$ cat config.mk
export PLATFORM = sky130hd
export DESIGN_NAME = can_bit_stuffer
export DESIGN_NICKNAME = d
export VERILOG_FILES = /design/src/rtl/can_defs.sv /design/src/rtl/can_bit_monitor.sv /design/src/rtl/can_bit_stuffer.sv
export SDC_FILE = /design/constraint.sdc
export NUM_CORES = 1
export LEC_CHECK = 0
export CAP_MARGIN = 20
export CORE_MARGIN = 4
export CORE_UTILIZATION = 49
export DETAILED_ROUTE_END_ITERATION = 12
export PLACE_DENSITY_LB_ADDON = 0.25
export RECOVER_POWER = 50
export SLEW_MARGIN = 20
export SYNTH_ARGS = -nofsm -noshare
export SYNTH_HDL_FRONTEND = slang
export SYNTH_SLANG_ARGS = --single-unit
$ cat constraint.sdc
create_clock -name clk -period 2.2 [get_ports clk]
set_input_delay 0.66 -clock clk [delete_from_list [all_inputs] [get_ports clk]]
set_output_delay 0.66 -clock clk [all_outputs]
set_load 0.01 [all_outputs]
$ cat src/rtl/can_defs.sv
// Shared definitions for the CAN bit stuffer: FSM encoding, stuff run length
// and a saturating counter helper.
package can_defs;

    typedef enum logic [1:0] {
        S_IDLE  = 2'd0,
        S_PASS  = 2'd1,
        S_STUFF = 2'd2,
        S_TAIL  = 2'd3
    } stuff_state_e;

    localparam logic [2:0] STUFF_RUN_LEN = 3'd5;

    function automatic logic [7:0] sat_inc8(input logic [7:0] v);
        return (v == 8'hFF) ? v : v + 8'd1;
    endfunction

endpackage

$ cat src/rtl/can_bit_monitor.sv
// Readback monitor: compares the driven bit with the bus level at each sample
// point and classifies any difference as lost arbitration, ACK or bit error.
module can_bit_monitor (
    input  logic clk_i,
    input  logic rst_i,
    input  logic sample_point_i,
    input  logic active_i,
    input  logic tx_bit_i,
    input  logic rx_bit_i,
    input  logic arb_i,
    input  logic ack_slot_i,
    output logic abort_o,
    output logic arb_lost_o,
    output logic bit_error_o,
    output logic ack_seen_o
);

    logic mism, rec_lost, arb_c, ack_c, err_c;
    logic arb_lost_q, bit_error_q, ack_seen_q;

    always_comb begin
        mism     = active_i & (tx_bit_i ^ rx_bit_i);
        // Recessive driven but dominant read: the only case arbitration/ACK excuse.
        rec_lost = mism & tx_bit_i;
        arb_c    = rec_lost & arb_i;
        ack_c    = rec_lost & ~arb_i & ack_slot_i;
        err_c    = mism & ~arb_c & ~ack_c;
        abort_o  = sample_point_i & (arb_c | err_c);
    end

    always_ff @(posedge clk_i) begin
        if (rst_i) begin
            arb_lost_q  <= 1'b0;
            bit_error_q <= 1'b0;
            ack_seen_q  <= 1'b0;
        end else begin
            arb_lost_q  <= sample_point_i & arb_c;
            bit_error_q <= sample_point_i & err_c;
            ack_seen_q  <= sample_point_i & ack_c;
        end
    end

    assign arb_lost_o  = arb_lost_q;
    assign bit_error_o = bit_error_q;
    assign ack_seen_o  = ack_seen_q;

endmodule

$ cat src/rtl/can_bit_stuffer.sv
// CAN transmit bit stuffer: inserts a complement bit after five equal bits in
// the stuffing region, stalls the transmitter for that bit time, and aborts on
// readback errors reported by the bit monitor.
module can_bit_stuffer
    import can_defs::*;
(
    input  logic       clk,
    input  logic       rst,
    input  logic       sample_point,
    input  logic       frame_active,
    input  logic       stuff_en,
    input  logic       in_bit,
    input  logic       arbitration_active,
    input  logic       ack_slot,
    input  logic       rx_bit,
    output logic       tx_bit_stuffed,
    output logic       stall,
    output logic       stuff_inserted,
    output logic       arb_lost,
    output logic       bit_error,
    output logic       ack_seen,
    output logic [7:0] stuff_total
);

    stuff_state_e state_q, state_d;
    logic         tx_q, tx_d;
    logic         last_q, last_d;
    logic [2:0]   run_q, run_d, run_nxt;
    logic [7:0]   total_q, total_d;
    logic         stuff_q, stuff_d;
    logic         abort;

    can_bit_monitor u_mon (
        .clk_i          (clk),
        .rst_i          (rst),
        .sample_point_i (sample_point),
        .active_i       (state_q != S_IDLE),
        .tx_bit_i       (tx_q),
        .rx_bit_i       (rx_bit),
        .arb_i          (arbitration_active),
        .ack_slot_i     (ack_slot),
        .abort_o        (abort),
        .arb_lost_o     (arb_lost),
        .bit_error_o    (bit_error),
        .ack_seen_o     (ack_seen)
    );

    always_comb begin
        state_d = state_q;
        tx_d    = tx_q;
        last_d  = last_q;
        run_d   = run_q;
        total_d = total_q;
        stuff_d = 1'b0;
        run_nxt = (in_bit == last_q) ? run_q + 3'd1 : 3'd1;
        if (sample_point) begin
            // A readback failure wins over anything the stuffing logic wants to do.
            if (abort) begin
                state_d = S_IDLE;
                tx_d    = 1'b1;
            end else begin
                case (state_q)
                    S_IDLE: begin
                        tx_d = 1'b1;
                        if (frame_active) begin
                            tx_d    = in_bit;
                            last_d  = in_bit;
                            run_d   = 3'd1;
                            total_d = 8'd0;
                            state_d = S_PASS;
                        end
                    end
                    S_PASS: begin
                        if (!frame_active) begin
                            tx_d    = 1'b1;
                            state_d = S_IDLE;
                        end else begin
                            tx_d = in_bit;
                            if (!stuff_en) begin
                                state_d = S_TAIL;
                            end else begin
                                run_d  = run_nxt;
                                last_d = in_bit;
                                if (run_nxt == STUFF_RUN_LEN)
                                    state_d = S_STUFF;
                            end
                        end
                    end
                    S_STUFF: begin
                        // The stuff bit opens the next run.
                        tx_d    = ~last_q;
                        last_d  = ~last_q;
                        run_d   = 3'd1;
                        stuff_d = 1'b1;
                        total_d = sat_inc8(total_q);
                        state_d = S_PASS;
                    end
                    S_TAIL: begin
                        if (!frame_active) begin
                            tx_d    = 1'b1;
                            state_d = S_IDLE;
                        end else begin
                            tx_d = in_bit;
                        end
                    end
                    default: begin
                        tx_d    = 1'b1;
                        state_d = S_IDLE;
                    end
                endcase
            end
        end
    end

    always_ff @(posedge clk) begin
        if (rst) begin
            state_q <= S_IDLE;
            tx_q    <= 1'b1;
            last_q  <= 1'b1;
            run_q   <= 3'd0;
            total_q <= 8'd0;
            stuff_q <= 1'b0;
        end else begin
            state_q <= state_d;
            tx_q    <= tx_d;
            last_q  <= last_d;
            run_q   <= run_d;
            total_q <= total_d;
            stuff_q <= stuff_d;
        end
    end

    assign stall          = (state_q == S_STUFF);
    assign tx_bit_stuffed = tx_q;
    assign stuff_inserted = stuff_q;
    assign stuff_total    = total_q;

endmodule

==> reports/summary.txt, run 1 <==
number of DRC markers in iteration 0: 27
antenna violations before repair: 0
row count: 16
final max-slew violation count: 0
post-route ant nets: 0
Post-synth EDFFs: 0
Post-Syn Nets: 135
synth top area cells: dfxtp_1 37%, a21oi_1 4.9%, or4_1 3.6%
Hold Crit Start: run_q[1]$_SDFFE_PP0P_
Pwr Density: 456 nW/µm²
IO Port Bufs: 22
peak fanout along the critical path: 5
routability cong.: 0.830
YS warnings: 0
Layout Nets: 173
Final Hold Violating Endpoints: 0
Crit. End Element: output pin
final setup skew: 6.62 ps
Sink Count: 19
Setup CP Type: register to output pin
crit path launch: state_q[0]$_SDFFE_PP0P_
Post-Layout Cell Count: 188
WL per Instance: 13.6 µm
Final setup violation count: 0
global-route wire length before repair: 4330 µm
DP HPWL: 1930 µm
DIE WIDTH: 53.8 µm
dpl cells: 184
Initial Util: 0.519
worst path cell trace: nand2b_1 -> inv_2 -> clkdlybuf4s50_1
RSZ-0062 raised after global routing: false
number of global-route vias before repair: 966
Worst-path clk slew: 100 ps
H-tree levels: 1
Final min period: 2100 ps
syn_area_per_cell: 8.29 µm²
Max IR drop VDD: 0.332 mV
CP max-delay cell: clkdlybuf4s50_1
WL final: 2560 µm
max cap viols: 0
Tcrit/Tclk final: 0.955
die height: 53.8 µm
Worst R2R Start: stuff_total[0]$_SDFFE_PP0P_
status: finished clean
Post-DP Area: 1370 µm²
async set-or-reset flop fraction in the synthesized netlist: 0
area of the multi-input gates: 589 µm²
Synth Register Bits: 19
Synth Instances: 124
GRT Resource Usage Total: 0.204
DIE AREA: 2900 µm²
worst min path class: register to register
Final Hold Slack: 498 ps
max frequency: 476 MHz
DR vias: 1086
largest net degree at the start of global routing: 13
CTS Buffer Depth: 2
via/cell ratio: 5.78
Synth Flop Type: dfxtp_1
Setup crit start kind: register
Fill cells: 169
worst rel slew slack: 0.710
sequential cell area: 380 µm²
io pins: 23
worst-skew pair later-pin latency: 300 ps
Area Growth Syn to Fin: 35.4%
antenna cells: 0
Worst-Margin Slew: 434 ps
CP max stage delay: 550 ps
Mapped Area: 1030 µm²
Setup TNS Final: 0 ps
PnR worst setup slack: 98.7 ps
Worst path top cell family by delay: buffers and inverters
total global routing overflow: 0
Seq/Total Area, Yosys: 0.370
Lkg Pwr: 0.532 nW
pre-CTS WS: -159 ps
DRT Pass-1 Iters: 4
CP Data Arrival Time: 1440 ps
Final Cell Area: 1390 µm²
CP Data Required Time: 1540 ps
ratio of cells with drive above 1 in the final layout: 0.130
Buf+Inv Stages, Crit Path: 2
TritonCTS Buffers: 3
Yosys top cell area share: 0.370
library cells used by synthesis: 38
DR DRC count: 0
CTS tree: done
root buffer cell: clkbuf_4
Core ar.: 1980 µm²
cell accounting for the most synthesized area: dfxtp_1
[worst paths after layout]
check / to / slack (ps) / depth (start not counted)
setup / recovery: stall / 100 / 3
hold / removal: run_q[1]$_SDFFE_PP0P_ / 500 / 2
setup reg to reg: stuff_total[2]$_SDFFE_PP0P_ / 500 / 6
hold reg to reg: run_q[1]$_SDFFE_PP0P_ / 500 / 2
[flip-flops by register name, summed over array words and instances (netlist names)]
register,flops
run_q,3
u_mon.arb_lost_o,1
state_q,2
last_q,1
tx_bit_stuffed,1
u_mon.bit_error_o,1
u_mon.ack_seen_o,1
stuff_total,8
stuff_inserted,1
[cell usage after synthesis (2+ instances only)]
cell and number:
a211oi_1 2, a21oi_1 10, and3_1 2, and4_1 2, buf_2 2, buf_6 2, clkbuf_1 2, dfxtp_1 19
ha_1 2, inv_1 5, nand2_1 9, nand2b_1 4, nand3_1 2, nand3b_1 2, nand4_1 4, nor2_1 9
nor3_1 3, nor4_1 4, o211ai_1 3, o21ai_0 7, o31ai_1 3, or3_1 5, or4_1 5, xor2_1 2
[cell usage in the layout (no fill, tap or decap), types with 5 or more instances in the layout]
cell type | netlist | routed
dfxtp_1 | 19 | 19
buf_4 | 0 | 16
clkdlybuf4s50_1 | 0 | 13
a21oi_1 | 10 | 10
nand2_1 | 9 | 9
nor2_1 | 9 | 9
dlygate4sd3_1 | 0 | 9
o21ai_0 | 7 | 7
or4_1 | 5 | 5
or3_1 | 5 | 5
[where the power goes]
group          total [W]  leakage (nW)  internal, W  switching [W]
clock network   0.000180        0.0150    0.0000707       0.000109
registers       0.000354         0.154     0.000350     0.00000451
logic           0.000100         0.363    0.0000499      0.0000505
total           0.000635         0.532     0.000470       0.000164
[worst min-delay path, cell delays in order (launching register included)]
cell and delay [ps]:
dfxtp_1 320, o21ai_0 70, a21oi_1 60
[per-layer routing]
| layer | vias up | GRT usage | wire, µm |
|---|---|---|---|
| li1 | 545 | - | - |
| met2 | 31 | 0.321 | 1150 |
| met3 | 5 | 0.0305 | 128 |
| met1 | 505 | 0.277 | 1250 |
| met5 | - | 0 | 0 |
| met4 | 0 | 0.0809 | 38 |
[kinds of logic after synthesis]
family                     after synthesis  share of synthesized area
adders and majority gates                2                     0.0243
and+or+nand+nor                         56                      0.313
buffers and inverters                   11                     0.0572
AOI/OAI and AO/OA                       32                      0.201
muxes                                    1                    0.00973
DFF                                     19                      0.370
xor gates and xnor gates                 3                     0.0256
[final cells by class]
| class | instances | area share |
|---|---|---|
| tap | 27 | 0.0243 |
| inverter | 5 | 0.0135 |
| multi-input combinational | 94 | 0.423 |
| timing repair buffer | 39 | 0.247 |
| sequential | 19 | 0.273 |
| clock buffer | 4 | 0.0189 |
[what timing repair did]
action / CTS / global route
setup endpoints to repair: 0 / 1
hold buffers: 0 / 0
resized for setup: 0 / 1
setup buffers: 0 / 0
[per-stage QoR]
stage                util  power (W)
floorplan               -   0.000415
global route        0.703   0.000660
finish              0.703   0.000635
CTS                 0.705   0.000639
global placement    0.691   0.000460
detailed placement  0.691   0.000463
(Power assumes the default switching activity.)
==> run 2: changes to the inputs <==
- CORE_UTILIZATION: 49 -> 50
- SYNTH_HIERARCHICAL: not set -> 1
==> run 2 against run 1 <==
  * Area after synthesis grew 8.2%
  * Global-route usage fell by 0.091 points
  * Combinational power grew 70%
  * Cell area increased by 12%
  * Clock power about the same
  * Maximum frequency is 1.9% lower
  * Hold slack worse by 16 ps
  * Register-to-register slack got worse by 330 ps
  * Power is 12% higher
  * Via count is 3.4% higher
  * Routed wire length grew 4.9%
  * Non-clock buffer count increased by 6
  * Critical path type is now input port to register
==> reports/summary.txt, run 2 <==
Setup TNS Final: 0 ps
Synth Instances: 124
CP max stage delay: 530 ps
max cap viols: 0
WL per Instance: 13.7 µm
DIE WIDTH: 55.2 µm
max reg flops: 8
GRT Resource Usage Total: 0.203
H-tree levels: 1
worst min path class: register to register
Core ar.: 2040 µm²
row count: 16
reg-to-reg setup timing slack: 170 ps
cell accounting for the most synthesized area: dfxtp_1
final max-slew violation count: 0
Synth Flop Type: dfxtp_1
Final Hold Violating Endpoints: 0
ratio of cells with drive above 1 in the final layout: 0.254
Tcrit/Tclk final: 0.973
number of DRC markers in iteration 0: 25
routability cong.: 0.835
top-count cell post-synth: dfxtp_1
max frequency: 467 MHz
Worst R2R Start: tx_bit_stuffed$_SDFFE_PP1P_
Mapped Area: 1110 µm²
Final setup violation count: 0
Setup CP Type: input port to register
peak fanout along the critical path: 7
Synth Register Bits: 19
io pins: 23
YS warnings: 6
DP HPWL: 1980 µm
CP max-delay cell: or4b_1
Max IR drop VDD: 0.322 mV
Layout Nets: 181
met2 usage: 0.360
CP Data Arrival Time: 2380 ps
Fill cells: 140
number of global-route vias before repair: 1037
met1 Use GR: 0.240
CP Data Required Time: 2440 ps
most common cell after layout, fill and taps aside: buf_4
worst rel slew slack: 0.741
worst path cell trace: clkdlybuf4s15_1 -> nor2b_4 -> a21oi_4 -> nor2_1 -> nand2b_4 -> or3_4 -> or4b_1 -> a21oi_1
worst r2r dst: stuff_total[1]$_SDFFE_PP0P_
largest net degree at the start of global routing: 14
Worst-Margin Slew: 385 ps
WL final: 2690 µm
Area Growth Syn to Fin: 40.4%
Lkg Pwr: 0.598 nW
DIE AREA: 3040 µm²
via/cell ratio: 5.73
reg2reg path depth: 7
met3 Use GR: 0.0322
CTS Buffer Depth: 2
Synth top cells by count: 19 x dfxtp_1, 10 x a21oi_1, 10 x nand2_1
library cells used by synthesis: 45
worst-skew pair later-pin latency: 290 ps
worst hold path stage count: 2
syn_area_per_cell: 8.97 µm²
CTS tree: done
root buffer cell: clkbuf_4
post-route ant nets: 0
Worst-path clk slew: 110 ps
Initial Util: 0.545
Buf+Inv Stages, Crit Path: 1
Sink Count: 19
status: finished clean
async set-or-reset flop fraction in the synthesized netlist: 0
Pwr Total: 0.000711 W
IO Port Bufs: 22
Post-synth EDFFs: 0
Crit. End Element: register
most frequent cells in the layout: 20 x buf_4, 19 x dfxtp_1, 10 x nand2_1, 10 x clkdlybuf4s50_1, 8 x a21oi_1
final setup skew: 4.07 ps
DR vias: 1123
antenna cells: 0
Post-Syn Nets: 135
total global routing overflow: 0
Final Hold Slack: 481 ps
RSZ-0062 raised after global routing: false
Most Crowded Layer GR: met2
DRT Pass-1 Iters: 4
DR DRC count: 0
Setup crit start kind: input port
Yosys top cell area share: 0.342
global-route wire length before repair: 4460 µm
die height: 55.2 µm
Worst path top cell family by delay: simple AND/OR/NAND/NOR gates
Seq/Total Area, Yosys: 0.342
antenna violations before repair: 0
synth top area cells: dfxtp_1 34%, a21oi_1 4.5%, nand2_1 3.4%
Pwr Density: 455 nW/µm²
Hold Crit Start: run_q[1]$_SDFFE_PP0P_
Endpoint, Worst Hold: run_q[1]$_SDFFE_PP0P_
TritonCTS Buffers: 3
Final min period: 2140 ps
## run 2: changes by cell type after synthesis, sizes merged, moves of 2 or more
cell,change
nor2b,+2
o41ai,+3
a311o,+2
or4b,+2
nor4b,+2
nand2b,+4
o211ai,-2
nor2,-3
nand3,+4
mux2i,+2
nand3b,-2
nand4,-4
or3,-2
and4,-2
## run 2: cells by family after synthesis
kind of cell               share of synthesized area
muxes                                         0.0270
buffers and inverters                         0.0585
AOI/OAI and AO/OA                              0.199
adders and majority gates                     0.0225
DFF                                            0.342
and+or+nand+nor                                0.335
xor gates and xnor gates                      0.0158
## run 2: cell type report
class                           instances  area [µm²]  share of cell area
Tap cell                               27        33.8              0.0216
Clock buffer                            4        26.3              0.0168
Multi-Input combinational cell         95         712               0.456
Timing Repair Buffer                   45         387               0.248
Sequential cell                        19         380               0.244
Inverter                                6        22.5              0.0144
## run 2: power breakdown
part           internal, W  switching (W)  leakage, nW  total [W]
clock network    0.0000705       0.000107       0.0150   0.000177
logic            0.0000889      0.0000809        0.429   0.000170
registers         0.000353      0.0000110        0.154   0.000364
## run 2: worst max path at each step
stage	start	endpoint	slack, ps	depth (start not counted)
6_report	rx_bit	stuff_total[1]$_SDFFE_PP0P_	60	8
5_1_grt	state_q[0]$_SDFFE_PP0P_	stall	5	3
4_1_cts	frame_active	stuff_total[1]$_SDFFE_PP0P_	0.8	5
3_5_place_dp	arbitration_active	stuff_total[4]$_SDFFE_PP0P_	-620	8
3_3_place_gp	arbitration_active	stuff_total[4]$_SDFFE_PP0P_	-500	8
2_1_floorplan	arbitration_active	stuff_total[3]$_SDFFE_PP0P_	7	7
## run 2: metrics by stage
stage,worst slack [ps],utilization,cells,instance area [µm²]
floorplan,6.65,-,124,1110
global placement,-497,0.707,184,1440
detailed placement,-621,0.707,184,1440
CTS,0.793,0.769,196,1570
global route,4.98,0.765,196,1560
finish,58.7,0.765,196,1560
## run 2: worst min-delay path: stages (launching register included)
cell,delay (ps)
dfxtp_1,340
nand2_1,60
a21oi_1,50
## run 2: timing repair
action                                  4_1_cts  5_1_grt
pin swaps                                     9        1
endpoints found under the setup margin       10        6
setup buffers                                 7        0
gates resized for setup                      15        4
gates cloned                                  1        0
hold buffers                                  0        0
## run 2: metal layers
layer  share of wire  vias to the layer above
met2            0.52                       27
met4           0.015                        0
met1            0.42                      535
li1                -                      555
met5               0                        -
met3           0.046                        6
